==> src/rtl/led_pattern_sequencer_pkg.sv <==
// rtl/led_pattern_sequencer_pkg.sv - shared types and widths for the LED pattern sequencer
package led_pattern_sequencer_pkg;

  localparam int DUR_W   = 16;
  localparam int COLOR_W = 3;

  typedef enum logic {
    IDLE = 1'b0,
    RUN  = 1'b1
  } state_e;

  typedef struct packed {
    logic [COLOR_W-1:0] color;
    logic [DUR_W-1:0]   duration;
    logic               last;
  } entry_t;

endpackage

==> src/rtl/led_pattern_sequencer_tick.sv <==
// rtl/led_pattern_sequencer_tick.sv - step-timing prescaler emitting one tick every DIV cycles
module tick_divider #(
  parameter int DIV = 10
) (
  input  logic clk,
  input  logic reset_n,
  input  logic clear_i,
  output logic tick_o
);

  localparam int CW = (DIV > 1) ? $clog2(DIV) : 1;
  localparam logic [CW-1:0] RELOAD = CW'(DIV - 1);

  logic [CW-1:0] count_q;
  logic [CW-1:0] count_d;

  // Tick only while counting; a held clear keeps the counter parked at the reload value.
  assign tick_o = !clear_i && (count_q == '0);

  // Down-count with reload on zero or on clear.
  always_comb begin
    count_d = count_q;
    if (clear_i || (count_q == '0)) begin
      count_d = RELOAD;
    end else begin
      count_d = count_q - CW'(1);
    end
  end

  // Counter register.
  always_ff @(posedge clk or negedge reset_n) begin
    if (!reset_n) begin
      count_q <= '0;
    end else begin
      count_q <= count_d;
    end
  end

endmodule

==> src/rtl/led_pattern_sequencer.sv <==
// rtl/led_pattern_sequencer.sv - table-driven RGB LED pattern player with tick-based step timing
module led_pattern_sequencer
  import led_pattern_sequencer_pkg::*;
#(
  parameter int CLOCK_SPEED = 12000000,
  parameter int TICK_HZ     = 1000,
  parameter int STEPS       = 8
) (
  input  logic                     clk,
  input  logic                     reset_n,
  input  logic                     cfg_valid_i,
  output logic                     cfg_ready_o,
  input  logic [$clog2(STEPS)-1:0] cfg_addr_i,
  input  logic [COLOR_W-1:0]       cfg_color_i,
  input  logic [DUR_W-1:0]         cfg_duration_i,
  input  logic                     cfg_last_i,
  input  logic                     start_i,
  input  logic                     stop_i,
  output logic                     busy_o,
  output logic [$clog2(STEPS)-1:0] step_o,
  output logic                     wrap_o,
  output logic [COLOR_W-1:0]       led_rgb_o
);

  localparam int DIV = CLOCK_SPEED / TICK_HZ;
  localparam int AW  = $clog2(STEPS);
  localparam logic [AW-1:0] LAST_STEP = AW'(STEPS - 1);

  state_e             state_q, state_d;
  logic [AW-1:0]      step_q, step_d;
  logic [COLOR_W-1:0] led_q, led_d;
  logic [DUR_W-1:0]   rem_q, rem_d;
  logic               wrap_q, wrap_d;

  entry_t             table_q [STEPS];
  entry_t             cur_entry;
  entry_t             nxt_entry;
  logic               wrap_sel;
  logic [AW-1:0]      nxt_step;
  logic               tick;

  assign cfg_ready_o = (state_q == IDLE);
  assign busy_o      = (state_q == RUN);
  assign step_o      = step_q;
  assign wrap_o      = wrap_q;
  assign led_rgb_o   = led_q;

  // Prescaler is held in reload while idle so the first step gets a full tick period.
  tick_divider #(
    .DIV (DIV)
  ) u_tick (
    .clk     (clk),
    .reset_n (reset_n),
    .clear_i (state_q == IDLE),
    .tick_o  (tick)
  );

  assign cur_entry = table_q[step_q];
  assign wrap_sel  = cur_entry.last || (step_q == LAST_STEP);
  assign nxt_step  = wrap_sel ? '0 : (step_q + AW'(1));
  assign nxt_entry = table_q[nxt_step];

  // Pattern table: reset to dark, zero-length, single-entry patterns; writable only when idle.
  always_ff @(posedge clk or negedge reset_n) begin
    if (!reset_n) begin
      for (int i = 0; i < STEPS; i++) begin
        table_q[i] <= '{color: '0, duration: '0, last: 1'b1};
      end
    end else if (cfg_valid_i && cfg_ready_o) begin
      table_q[cfg_addr_i] <= '{color: cfg_color_i, duration: cfg_duration_i, last: cfg_last_i};
    end
  end

  // Next-state and output logic; a remaining count of 0 or 1 both advance, so duration 0 plays as 1 tick.
  always_comb begin
    state_d = state_q;
    step_d  = step_q;
    led_d   = led_q;
    rem_d   = rem_q;
    wrap_d  = 1'b0;
    case (state_q)
      IDLE: begin
        step_d = '0;
        led_d  = '1;
        if (start_i) begin
          state_d = RUN;
          led_d   = ~table_q[0].color;
          rem_d   = table_q[0].duration;
        end
      end
      RUN: begin
        if (stop_i) begin
          state_d = IDLE;
          step_d  = '0;
          led_d   = '1;
        end else if (tick) begin
          if (rem_q > DUR_W'(1)) begin
            rem_d = rem_q - DUR_W'(1);
          end else begin
            step_d = nxt_step;
            led_d  = ~nxt_entry.color;
            rem_d  = nxt_entry.duration;
            wrap_d = wrap_sel;
          end
        end
      end
      default: begin
        state_d = IDLE;
        step_d  = '0;
        led_d   = '1;
      end
    endcase
  end

  // State and datapath registers.
  always_ff @(posedge clk or negedge reset_n) begin
    if (!reset_n) begin
      state_q <= IDLE;
      step_q  <= '0;
      led_q   <= '1;
      rem_q   <= '0;
      wrap_q  <= 1'b0;
    end else begin
      state_q <= state_d;
      step_q  <= step_d;
      led_q   <= led_d;
      rem_q   <= rem_d;
      wrap_q  <= wrap_d;
    end
  end

endmodule

==> config.mk <==
export PLATFORM = sky130hd
export DESIGN_NAME = led_pattern_sequencer
export DESIGN_NICKNAME = d
export VERILOG_FILES = /design/src/rtl/led_pattern_sequencer_pkg.sv /design/src/rtl/led_pattern_sequencer_tick.sv /design/src/rtl/led_pattern_sequencer.sv
export SDC_FILE = /design/constraint.sdc
export NUM_CORES = 1
export LEC_CHECK = 0
export ABC_AREA = 1
export CAP_MARGIN = 20
export CORE_MARGIN = 8
export CORE_UTILIZATION = 39
export CTS_CLUSTER_SIZE = 24
export DETAILED_ROUTE_END_ITERATION = 8
export PLACE_DENSITY = 0.64
export SETUP_SLACK_MARGIN = 0.2
export SLEW_MARGIN = 15
export SYNTH_ARGS = -nofsm -noshare
export SYNTH_HDL_FRONTEND = slang
export SYNTH_HIERARCHICAL = 1
export SYNTH_SLANG_ARGS = --single-unit
==> constraint.sdc <==
create_clock -name clk -period 2.85 [get_ports clk]
set_clock_uncertainty 0.05 [all_clocks]
set_input_delay 0.57 -clock clk [delete_from_list [all_inputs] [get_ports clk]]
set_output_delay 0.57 -clock clk [all_outputs]
set_load 0.02 [all_outputs]
# Word-level counts from Yosys, hierarchy flattened

Cells that the tools add are included.

Output and inout port bits: 9
Register bits: 198
Logic and storage cells: 90
Input port bits: 28

Bitwise logic cells: 6
Eq/ne operators: 6
Reductions and logical operators: 8
Multiplexer cells: 32
$lt $le $gt $ge: 5
Add/sub/neg operators: 3

Operator list:

| kind                  | count |
|---|---|
| $bwmux 160            | 1 |
| $bmux 20 s3           | 2 |
| $mux 16               | 4 |
| $demux 20 s3          | 1 |
| $mux 20               | 3 |
| $pmux 16 s2           | 1 |
| $mux 3                | 8 |
| $gt 16x1->1 const B   | 1 |
| $sub 16x1->16 const B | 1 |
| $logic_not 14->1      | 1 |
| $mux 14               | 1 |
| $sub 14x1->14 const B | 1 |
| $ge 4x4->1 const B    | 3 |
| $not 3->4             | 3 |
| $pmux 3 s2            | 2 |
| $mux 1                | 8 |
| $not 3->3             | 2 |
| $lt 4x1->1 const B    | 1 |
| $ne 2x1->1 const B    | 2 |
| $add 3x1->3 const B   | 1 |
| $eq 3x3->1 const B    | 1 |
| $logic_and 1x1->1     | 3 |
| $ne 3x2->1 const B    | 1 |
| $ne 3x3->1 const B    | 1 |
| 6 further kinds       | 7 |

# Depth between registers and ports, before layout

Gate-level depths: netlist of the first run.

Word-level depth: 15
Mapped depth: 15
Mapped depth without buffers: 13

# By module

Netlist of the first run, hierarchy kept.

By module, submodules not included:

| module                | area each (sq um) | times used | cells an instance | seq. area each (sq um) |
|---|---|---|---|---|
| led_pattern_sequencer | 9265.1            | 1          | 1230              | 4618.2 |
| tick_divider          | 767.0             | 1          | 99                | 350.3 |

# Worst setup path after synthesis of the first run

Ideal clock, no wire load.

Path kind: register to register
Start: register state_q, in the netlist busy_o
End: register rem_q[10]
Slack: 0.419 ns
Data required time: 2.683 ns
Library setup time: 0.117 ns
Buffers on the path: 3
Arrival: 2.264 ns
Stages on the path, launching flop included: 10
Clock period less this slack: 2.431 ns
Cells stage by stage: dfrtp_1 -> inv_1 -> clkbuf_1 -> clkbuf_1 -> nor2_1 -> a21oi_1 -> clkbuf_1 -> a21oi_1 -> nand2_1 -> nand2_1

Cells in the longest elaborated chain, start to end: 3
Elaborated cells between the ends (all ways): 7
Classes of those cells: eq/ne: 3; mux: 1; bitwise: 1; reduce/logical: 2

RTL lines:

| element                           | line                         | source |
|---|---|---|
| from (decl)                       | led_pattern_sequencer.sv:29  | `state_e state_q, state_d;` |
| from (signal assigned)            | led_pattern_sequencer.sv:124 | `state_q <= state_d;` |
| $not 1->1 *                       | --                           |  |
| net cfg_ready_o                   | led_pattern_sequencer.sv:12  | `output logic cfg_ready_o,` |
| $ne 2x1->1 (no source line)       | --                           |  |
| $reduce_and 3->1 (no source line) | --                           |  |
| to (signal assigned)              | led_pattern_sequencer.sv:127 | `rem_q <= rem_d;` |
| to (decl)                         | led_pattern_sequencer.sv:32  | `logic [DUR_W-1:0] rem_q, rem_d;` |

Mark *: on every way through the listed nets, which the timed path passes. The rest lies on a longest branch.
A chain may end at the register's enable or synchronous reset.

# Final worst setup path of the first run

Start: register step_q[0], in the netlist step_o[0]
End: register rem_q[15]

Cells in the longest elaborated chain, start to end: 14
Elaborated cells between the ends (all ways): 16
Classes of those cells: add/sub: 1; eq/ne: 1; mux: 11; bitwise: 2; reduce/logical: 1

RTL lines:

| element                                      | line                         | source |
|---|---|---|
| from (decl)                                  | led_pattern_sequencer.sv:30  | `logic [AW-1:0] step_q, step_d;` |
| from (signal assigned)                       | led_pattern_sequencer.sv:125 | `step_q <= step_d;` |
| $not 3->4 (not written as such)              | led_pattern_sequencer.sv:58  | `assign cur_entry = table_q[step_q];` |
| $bmux 20 s3                                  | led_pattern_sequencer.sv:58  |  |
| $mux 1 (not written as such) (2 in a row)    | led_pattern_sequencer.sv:58  |  |
| $logic_or 1x1->1                             | led_pattern_sequencer.sv:59  | `assign wrap_sel = cur_entry.last \|\| (step_q == LAST_STEP);` |
| $mux 3 *                                     | led_pattern_sequencer.sv:60  | `assign nxt_step = wrap_sel ? '0 : (step_q + AW'(1));` |
| $not 3->4 (not written as such) *            | led_pattern_sequencer.sv:61  | `assign nxt_entry = table_q[nxt_step];` |
| $bmux 20 s3 *                                | led_pattern_sequencer.sv:61  |  |
| $mux 20 (not written as such) * (2 in a row) | led_pattern_sequencer.sv:61  |  |
| $mux 16 *                                    | led_pattern_sequencer.sv:97  | `if (rem_q > DUR_W'(1)) begin` |
| $mux 16 *                                    | led_pattern_sequencer.sv:96  | `end else if (tick) begin` |
| $mux 16 *                                    | led_pattern_sequencer.sv:92  | `if (stop_i) begin` |
| $pmux 16 s2 *                                | led_pattern_sequencer.sv:81  | `case (state_q)` |

Mark *: on every way between the ends. The rest lies on a longest branch, timed or not. The select of a mux whose other input is x is not followed.

==> parameters.txt, run 1 <==
Parameter                              Value

Run status
  Run status ... finished clean

Drt
  First-iteration detailed-routing DRC count ... 604
  Mean routed wirelength per cell ... 15.2 um
  Number of routed nets with antenna violations ... 0
  Routed vias ... 8421
  Avg Vias per Cell ... 4.99
  Final wirelength ... 25.6 mm
  Final routed DRC violation total ... 0
  Number of detailed-routing iterations run before antenna repair ... 4

STA
  Final hold violation count ... 0
  Maximum clock frequency ... 407 MHz
  RSZ-0062 raised after global routing ... true
  Final slew viol count ... 0
  Post-route clock period utilization ... 86.1%
  Setup TNS ... 0 ns
  Final-layout worst hold slack ... 0.0552 ns
  Count of final setup violators ... 0
  Worst rel slew slack ... 55.6%
  Slew at the pin closest to its max-slew limit ... 0.667 ns
  Time the worst path needs with I/O delays and setup ... 2.46 ns

Global routing
  First-pass GRT wire length ... 43.2 mm
  GRT Resource Usage Total ... 17.1%
  Initial antenna violation count ... 0
  Total gr overflow ... 0
  Number of global-route vias before repair ... 8248
  Maximum number of pins on one net before global-route repair ... 61

CTS
  Number of hold buffers added after CTS ... 0
  Number of buffers created by CTS ... 17
  Number of clock sinks ... 198
  Clock tree from TritonCTS ... built
  Clk_lat worst skew ... 0.44 ns
  H-tree lvl count ... 4
  Post-CTS clock slew at the launch and capture registers of the worst setup and hold paths ... 0.08 ns
  Buffers from clock root to sink, at most ... 2
  Root buffer selected by CTS ... clkbuf_16

Critical path
  Crit path cell chain ... ha_1 > ha_1 > inv_1 > nand2_2 > nor2_4 > buf_6 > nand3_1 > nand3_1 > nand3_1 > nand3_1 > nand2_1 > nand2_1 > nand2_1
  Arrival time of data at the critical path endpoint ... 2.74 ns
  Slowest stage cell, crit path ... dfrtp_1
  Worst reg-to-reg path cell count ... 13
  Endpoint class of the critical path ... register
  Most numerous cell on the critical path ... nand3_1
  CP Max Fanout ... 32
  Critical Path Source Type ... register
  Delay contributed by the slowest stage of the critical path ... 0.48 ns
  Critical path required time ... 3.13 ns
  Startpoint-to-endpoint class of the critical path ... reg -> reg
  Setup slack, reg-to-reg ... 0.39 ns

Power
  IR Drop Worst-Case VDD ... 0.403 mV
  Total power per unit cell area ... 759 mW/mm^2
  Power Total ... 8670 uW
  Leakage component of the power ... 0.00559 uW

Layout
  Summed area of non-filler cells in the final layout ... 0.0114 sq mm
  Diode count ... 0
  Fin cells ... 1686
  Fillers ... 2551
  Proportion of layout cells with a drive suffix above 1 ... 7.23%
  Final layout net count ... 1376
  Layout overhead on the synthesized area ... 13.8%

Synthesis
  Total number of yosys warnings ... 6
  Mean post-synth cell area ... 7.55 sq um
  Portion of the post-synthesis area used by sequential elements ... 49.5%
  Cells after synthesis ... 1329
  Netlist area before placement ... 0.0100 sq mm
  Seq cells post-synth ... 198
  Syn Nets ... 1362
  Count of distinct cell types in the synthesized netlist ... 33

Placed design
  Weighted congestion at the end of routability-driven global placement ... 0.811
  # placed instances ... 1654
  Total placed instance area ... 0.0108 sq mm
  Number of input and output port buffers inserted ... 36
  Post-detail-place hpwl ... 16.3 mm

Floorplan
  Effective utilization at floorplan ... 39.7%
  Placement Rows ... 58
  Horizontal extent of the die ... 176 um
  Overall die area ... 0.0311 sq mm
  I/O pin count ... 37
  Y dimension of the die ... 176 um
  Core area ... 0.0253 sq mm

Run
  Max-Cap Viols ... 0

Hold path
  Path type of the worst min-delay path ... in -> async
-- synthesized netlist by cell type --
cell type  instances  area share, %
and3_1             1          0.062
nor3_1             3           0.15
xnor2_1            5           0.44
o2111a_1           1           0.11
nor2_2             2           0.12
nand2_1          399             15
nand2_2            4           0.25
inv_2              5           0.19
nand2_4            1           0.11
a31oi_1            1          0.062
nand4_1            3           0.19
dfstp_2           11            2.9
o21ai_0          164            8.2
a21oi_1           52            2.6
nor2_4             2           0.22
nand4_4            1           0.21
nand4_2            1           0.12
buf_1              4           0.15
buf_6              3           0.34
nand3_2            3           0.30
dfrtp_1          187             47
nor4_1             1          0.062
nand3_1          124            6.2
nor2_1           111            4.2
clkbuf_1          51            1.9
buf_2             11           0.55
buf_4              3           0.22
nor3b_1            1          0.075
inv_1            128            4.8
a21oi_2            1          0.087
xor2_1             7           0.61
ha_1               5           0.62
nand3b_1          33            2.5
-- state kept, by name, indices dropped and copies added, names as in the netlist --
name            count
wrap_o              1
rem_q              16
u_tick/count_q     14
busy_o              1
table_q           160
step_o              3
led_rgb_o           3
-- where the power goes --
group / switching [uW] / internal (uW) / leakage, uW
combinational: 1290 / 845 / 0.00286
clock: 1230 / 1360 / 0.000307
sequential: 393 / 3550 / 0.00242
-- metrics by stage --
| step | utilization [%] | worst slack, ns |
|---|---|---|
| 2_1_floorplan | - | 0.419 |
| 3_3_place_gp | 42.6 | 0.415 |
| 3_5_place_dp | 42.6 | 0.370 |
| 4_1_cts | 45.2 | 0.345 |
| 5_1_grt | 45.2 | 0.167 |
| 6_report | 45.2 | 0.395 |
-- critical path, delay by kind of cell (launching register included) --
kind	cells	cell delay [ns]
buffers and inverters	2	0.48
AND/OR/NAND/NOR	9	0.86
flip-flops	1	0.48
adder cells (fa/ha/maj)	2	0.43
-- final timing paths --
path / startpoint / endpoint
setup / recovery: step_o[0] / rem_q[15]
hold / removal: reset_n / u_tick/count_q[8]
setup reg to reg: step_o[0] / rem_q[15]
hold reg to reg: u_tick/count_q[0] / u_tick/count_q[0]
max in group asynchronous: reset_n / led_rgb_o[0]
min in group clk: u_tick/count_q[0] / u_tick/count_q[0]
-- cells by family after synthesis --
group                    count (synthesis)  synth area share, %
XOR/XNOR                                12                 1.05
adder cells (fa/ha/maj)                  5                0.624
AO/OA/AOI/OAI                          219                 11.0
AND/OR/NAND/NOR                        690                 29.6
flip-flops                             198                 49.5
buffers and inverters                  205                 8.14
-- cell usage in the layout, fill, tap and decap left out, types with 4 or more instances in the layout --
cell type and n:
a21oi_1 51, buf_4 28, clkbuf_16 17, clkdlybuf4s50_1 35, dfrtp_1 187, dfstp_2 11, ha_1 5, inv_1 128
inv_2 5, inv_8 6, nand2_1 399, nand2_2 4, nand3_1 124, nand3b_1 33, nor2_1 110, o21ai_0 164
xnor2_1 5, xor2_1 7
-- area by class of cell --
cell class / instances / area (sq um) / area share (%)
Sequential cell: 198 / 4970 / 43.5
Inverter: 133 / 499 / 4.37
Clock inverter: 15 / 210 / 1.84
Timing Repair Buffer: 67 / 626 / 5.48
Tap cell: 330 / 413 / 3.62
Multi-Input combinational cell: 926 / 4270 / 37.4
Clock buffer: 17 / 425 / 3.73
-- repair_timing --
action,4_1_cts,5_1_grt
setup endpoints to repair,0,7
buffers inserted,0,0
gates resized for setup,0,2
-- metal layers --
| layer | share of wire (%) | global-route usage [%] | vias to the layer above | routed length, um |
|---|---|---|---|---|
| li1 | - | - | 4254 | - |
| met5 | 0 | 0 | - | 0 |
| met3 | 3.7 | 2.97 | 22 | 954 |
| met4 | 1.3 | 4.73 | 0 | 337 |
| met2 | 46 | 27.5 | 146 | 11700 |
| met1 | 49 | 23.3 | 3999 | 12600 |
Note: power is estimated with default switching activity, not from simulation.
==> run 2, diff against run 1 <==
--- a/config.mk
+++ b/config.mk
@@ -8,10 +8,11 @@
 export ABC_AREA = 1
 export CAP_MARGIN = 20
 export CORE_MARGIN = 8
-export CORE_UTILIZATION = 39
+export CORE_UTILIZATION = 38
+export CTS_CLUSTER_DIAMETER = 200
 export CTS_CLUSTER_SIZE = 24
 export DETAILED_ROUTE_END_ITERATION = 8
-export PLACE_DENSITY = 0.64
+export PLACE_DENSITY = 0.63
 export SETUP_SLACK_MARGIN = 0.2
 export SLEW_MARGIN = 15
 export SYNTH_ARGS = -nofsm -noshare
==> constraint.sdc (replaced) <==
create_clock -name clk -period 2.85 [get_ports clk]
set_clock_uncertainty 0.05 [all_clocks]
set_input_delay 0.855 -clock clk [delete_from_list [all_inputs] [get_ports clk]]
set_output_delay 0.855 -clock clk [all_outputs]
set_load 0.02 [all_outputs]
==> run 2 against run 1 <==
  * Via count is 2.4% higher
  * Flip-flop and latch count stayed put
  * Die area is 2.4% higher
  * Design area hardly changed
  * Clock power is 5% lower
  * Cell count hardly changed
  * Critical path depth is 11 lower
  * Routed wire length is 5.1% higher
  * Non-clock buffer count is 5 lower
  * Global-route usage is 0.39 points higher
  * Setup slack worse by 0.085 ns
  * Largest cell class unchanged
  * Highest routed layer unchanged
==> parameters.txt, run 2 (synthesis results as in run 1) <==
Parameter                              Value

Layout
  Commonest non-fill, non-tap cell in the layout ... nand2_1
  Layout overhead on the synthesized area ... 13.8%
  Utilization after layout ... 43.9%
  Fillers ... 2568
  Diode count ... 0
  Register ranked first by flip-flop count ... table_q
  Highest-count cells in the layout ignoring fill and taps ... nand2_1, dfrtp_1, o21ai_0
  Final layout net count ... 1371
  Max FFs per register ... 160
  Proportion of layout cells with a drive suffix above 1 ... 6.81%
  Largest registers ... table_q (160), rem_q (16), u_tick/count_q (14)

Critical path
  CP Max Fanout ... 6
  Arrival time of data at the critical path endpoint ... 1.64 ns
  Critical Path Source Type ... register
  Startpoint-to-endpoint class of the critical path ... reg -> out
  Endpoint class of the critical path ... output port
  Critical path required time ... 1.95 ns

STA
  Maximum clock frequency ... 394 MHz
  Post-route clock period utilization ... 89.1%
  Worst rel slew slack ... 57.8%
  Final slew viol count ... 0
  RSZ-0062 raised after global routing ... false
  Slew at the pin closest to its max-slew limit ... 0.632 ns
  Setup TNS ... 0 ns
  Count of final setup violators ... 0
  Final hold violation count ... 0
  Time the worst path needs with I/O delays and setup ... 2.54 ns

CTS
  H-tree lvl count ... 4
  Post-CTS clock slew at the launch and capture registers of the worst setup and hold paths ... 0.07 ns
  Buffers from clock root to sink, at most ... 2
  Number of clock sinks ... 198
  Clk_lat worst skew ... 0.44 ns
  Clock tree from TritonCTS ... built
  Number of buffers created by CTS ... 17
  Root buffer selected by CTS ... clkbuf_16

Floorplan
  I/O pin count ... 37
  Overall die area ... 0.0319 sq mm
  Effective utilization at floorplan ... 38.6%
  Horizontal extent of the die ... 178 um
  Placement Rows ... 59
  Y dimension of the die ... 178 um
  Core area ... 0.0260 sq mm

Drt
  Routed vias ... 8622
  Number of detailed-routing iterations run before antenna repair ... 5
  Number of routed nets with antenna violations ... 0
  Final wirelength ... 26.9 mm
  Final routed DRC violation total ... 0
  First-iteration detailed-routing DRC count ... 834
  Mean routed wirelength per cell ... 15.9 um
  Avg Vias per Cell ... 5.12

Placed design
  Post-detail-place hpwl ... 16.0 mm
  Number of input and output port buffers inserted ... 36
  Weighted congestion at the end of routability-driven global placement ... 0.819

Global routing
  First-pass GRT wire length ... 44.2 mm
  Number of global-route vias before repair ... 8245
  GRT Resource Usage Total ... 17.5%
  Initial antenna violation count ... 0
  Maximum number of pins on one net before global-route repair ... 78
  Total gr overflow ... 0

Power
  IR Drop Worst-Case VDD ... 0.464 mV
  Total power per unit cell area ... 751 mW/mm^2
  Leakage component of the power ... 0.00557 uW

Run
  Max-Cap Viols ... 0

Run status
  Run status ... finished clean

Hold path
  Path type of the worst min-delay path ... in -> async
[run 2: timing repair]
action | 4_1_cts | 5_1_grt
buffers inserted | 0 | 0
hold buffers | 0 | 0
setup endpoints to repair | 0 | 16
resized for setup | 0 | 2
[run 2: final timing paths]
check | from | to | slack (ns) | cells past startpoint
worst max-delay path | busy_o | cfg_ready_o | 0.31 | 2
worst min-delay path | reset_n | table_q[16] | 0.31 | 1
worst max register to register | step_o[0] | rem_q[6] | 0.41 | 12
worst min register to register | u_tick/count_q[0] | u_tick/count_q[0] | 0.38 | 1
max in group asynchronous | reset_n | led_rgb_o[1] | 1.71 | 2
min in group clk | u_tick/count_q[0] | u_tick/count_q[0] | 0.38 | 1
[run 2: final cells by class]
cell class / instances / area, sq um / area share (%)
Sequential cell: 198 / 4970 / 43.5
Multi-Input combinational cell: 926 / 4270 / 37.4
Timing Repair Buffer: 62 / 679 / 5.95
Inverter: 133 / 499 / 4.37
Clock buffer: 17 / 425 / 3.73
Tap cell: 335 / 419 / 3.67
Clock inverter: 14 / 161 / 1.41
[run 2: power by group]
group          switching [uW]  internal (uW)
logic                    1310            855
clock network            1140           1310
registers                 400           3550
total                    2850           5720
[run 2: stage by stage]
| step | hold slack [ns] | area (sq um) | setup slack, ns | std cells | total power, uW |
|---|---|---|---|---|---|
| 5_1_grt | 0.333 | 11400 | 0.212 | 1685 | 9150 |
| 3_5_place_dp | 0.377 | 10800 | 0.311 | 1654 | 6150 |
| 2_1_floorplan | 0.359 | 10000 | 0.419 | 1329 | 5500 |
| 3_3_place_gp | 0.374 | 10800 | 0.357 | 1654 | 6100 |
| 4_1_cts | 0.322 | 11400 | 0.290 | 1685 | 8620 |
| 6_report | 0.308 | 11400 | 0.309 | 1685 | 8570 |
[run 2: layer usage]
| layer | vias up | part of all wire, % | track usage (%) | routed length, um |
|---|---|---|---|---|
| met5 | - | 0 | 0 | 0 |
| met4 | 0 | 1.9 | 5.51 | 507 |
| met3 | 35 | 5.1 | 2.96 | 1380 |
| li1 | 4250 | - | - | - |
| met2 | 207 | 47 | 28.6 | 12500 |
| met1 | 4130 | 46 | 23.2 | 12500 |
[run 2: critical path, cell delays in order, from the launching register on]
cell             delay (ns)
dfrtp_1                0.49
inv_1                  0.11
clkdlybuf4s50_1        0.60
==> run 3, diff against run 2 <==
--- a/config.mk
+++ b/config.mk
@@ -6,6 +6,7 @@
 export NUM_CORES = 1
 export LEC_CHECK = 0
 export ABC_AREA = 1
+export ABC_CLOCK_PERIOD_IN_PS = 2850
 export CAP_MARGIN = 20
 export CORE_MARGIN = 8
 export CORE_UTILIZATION = 38
==> results of run 3 <==
Same layout as run 2: the final DEF is identical, and so are final timing and power.
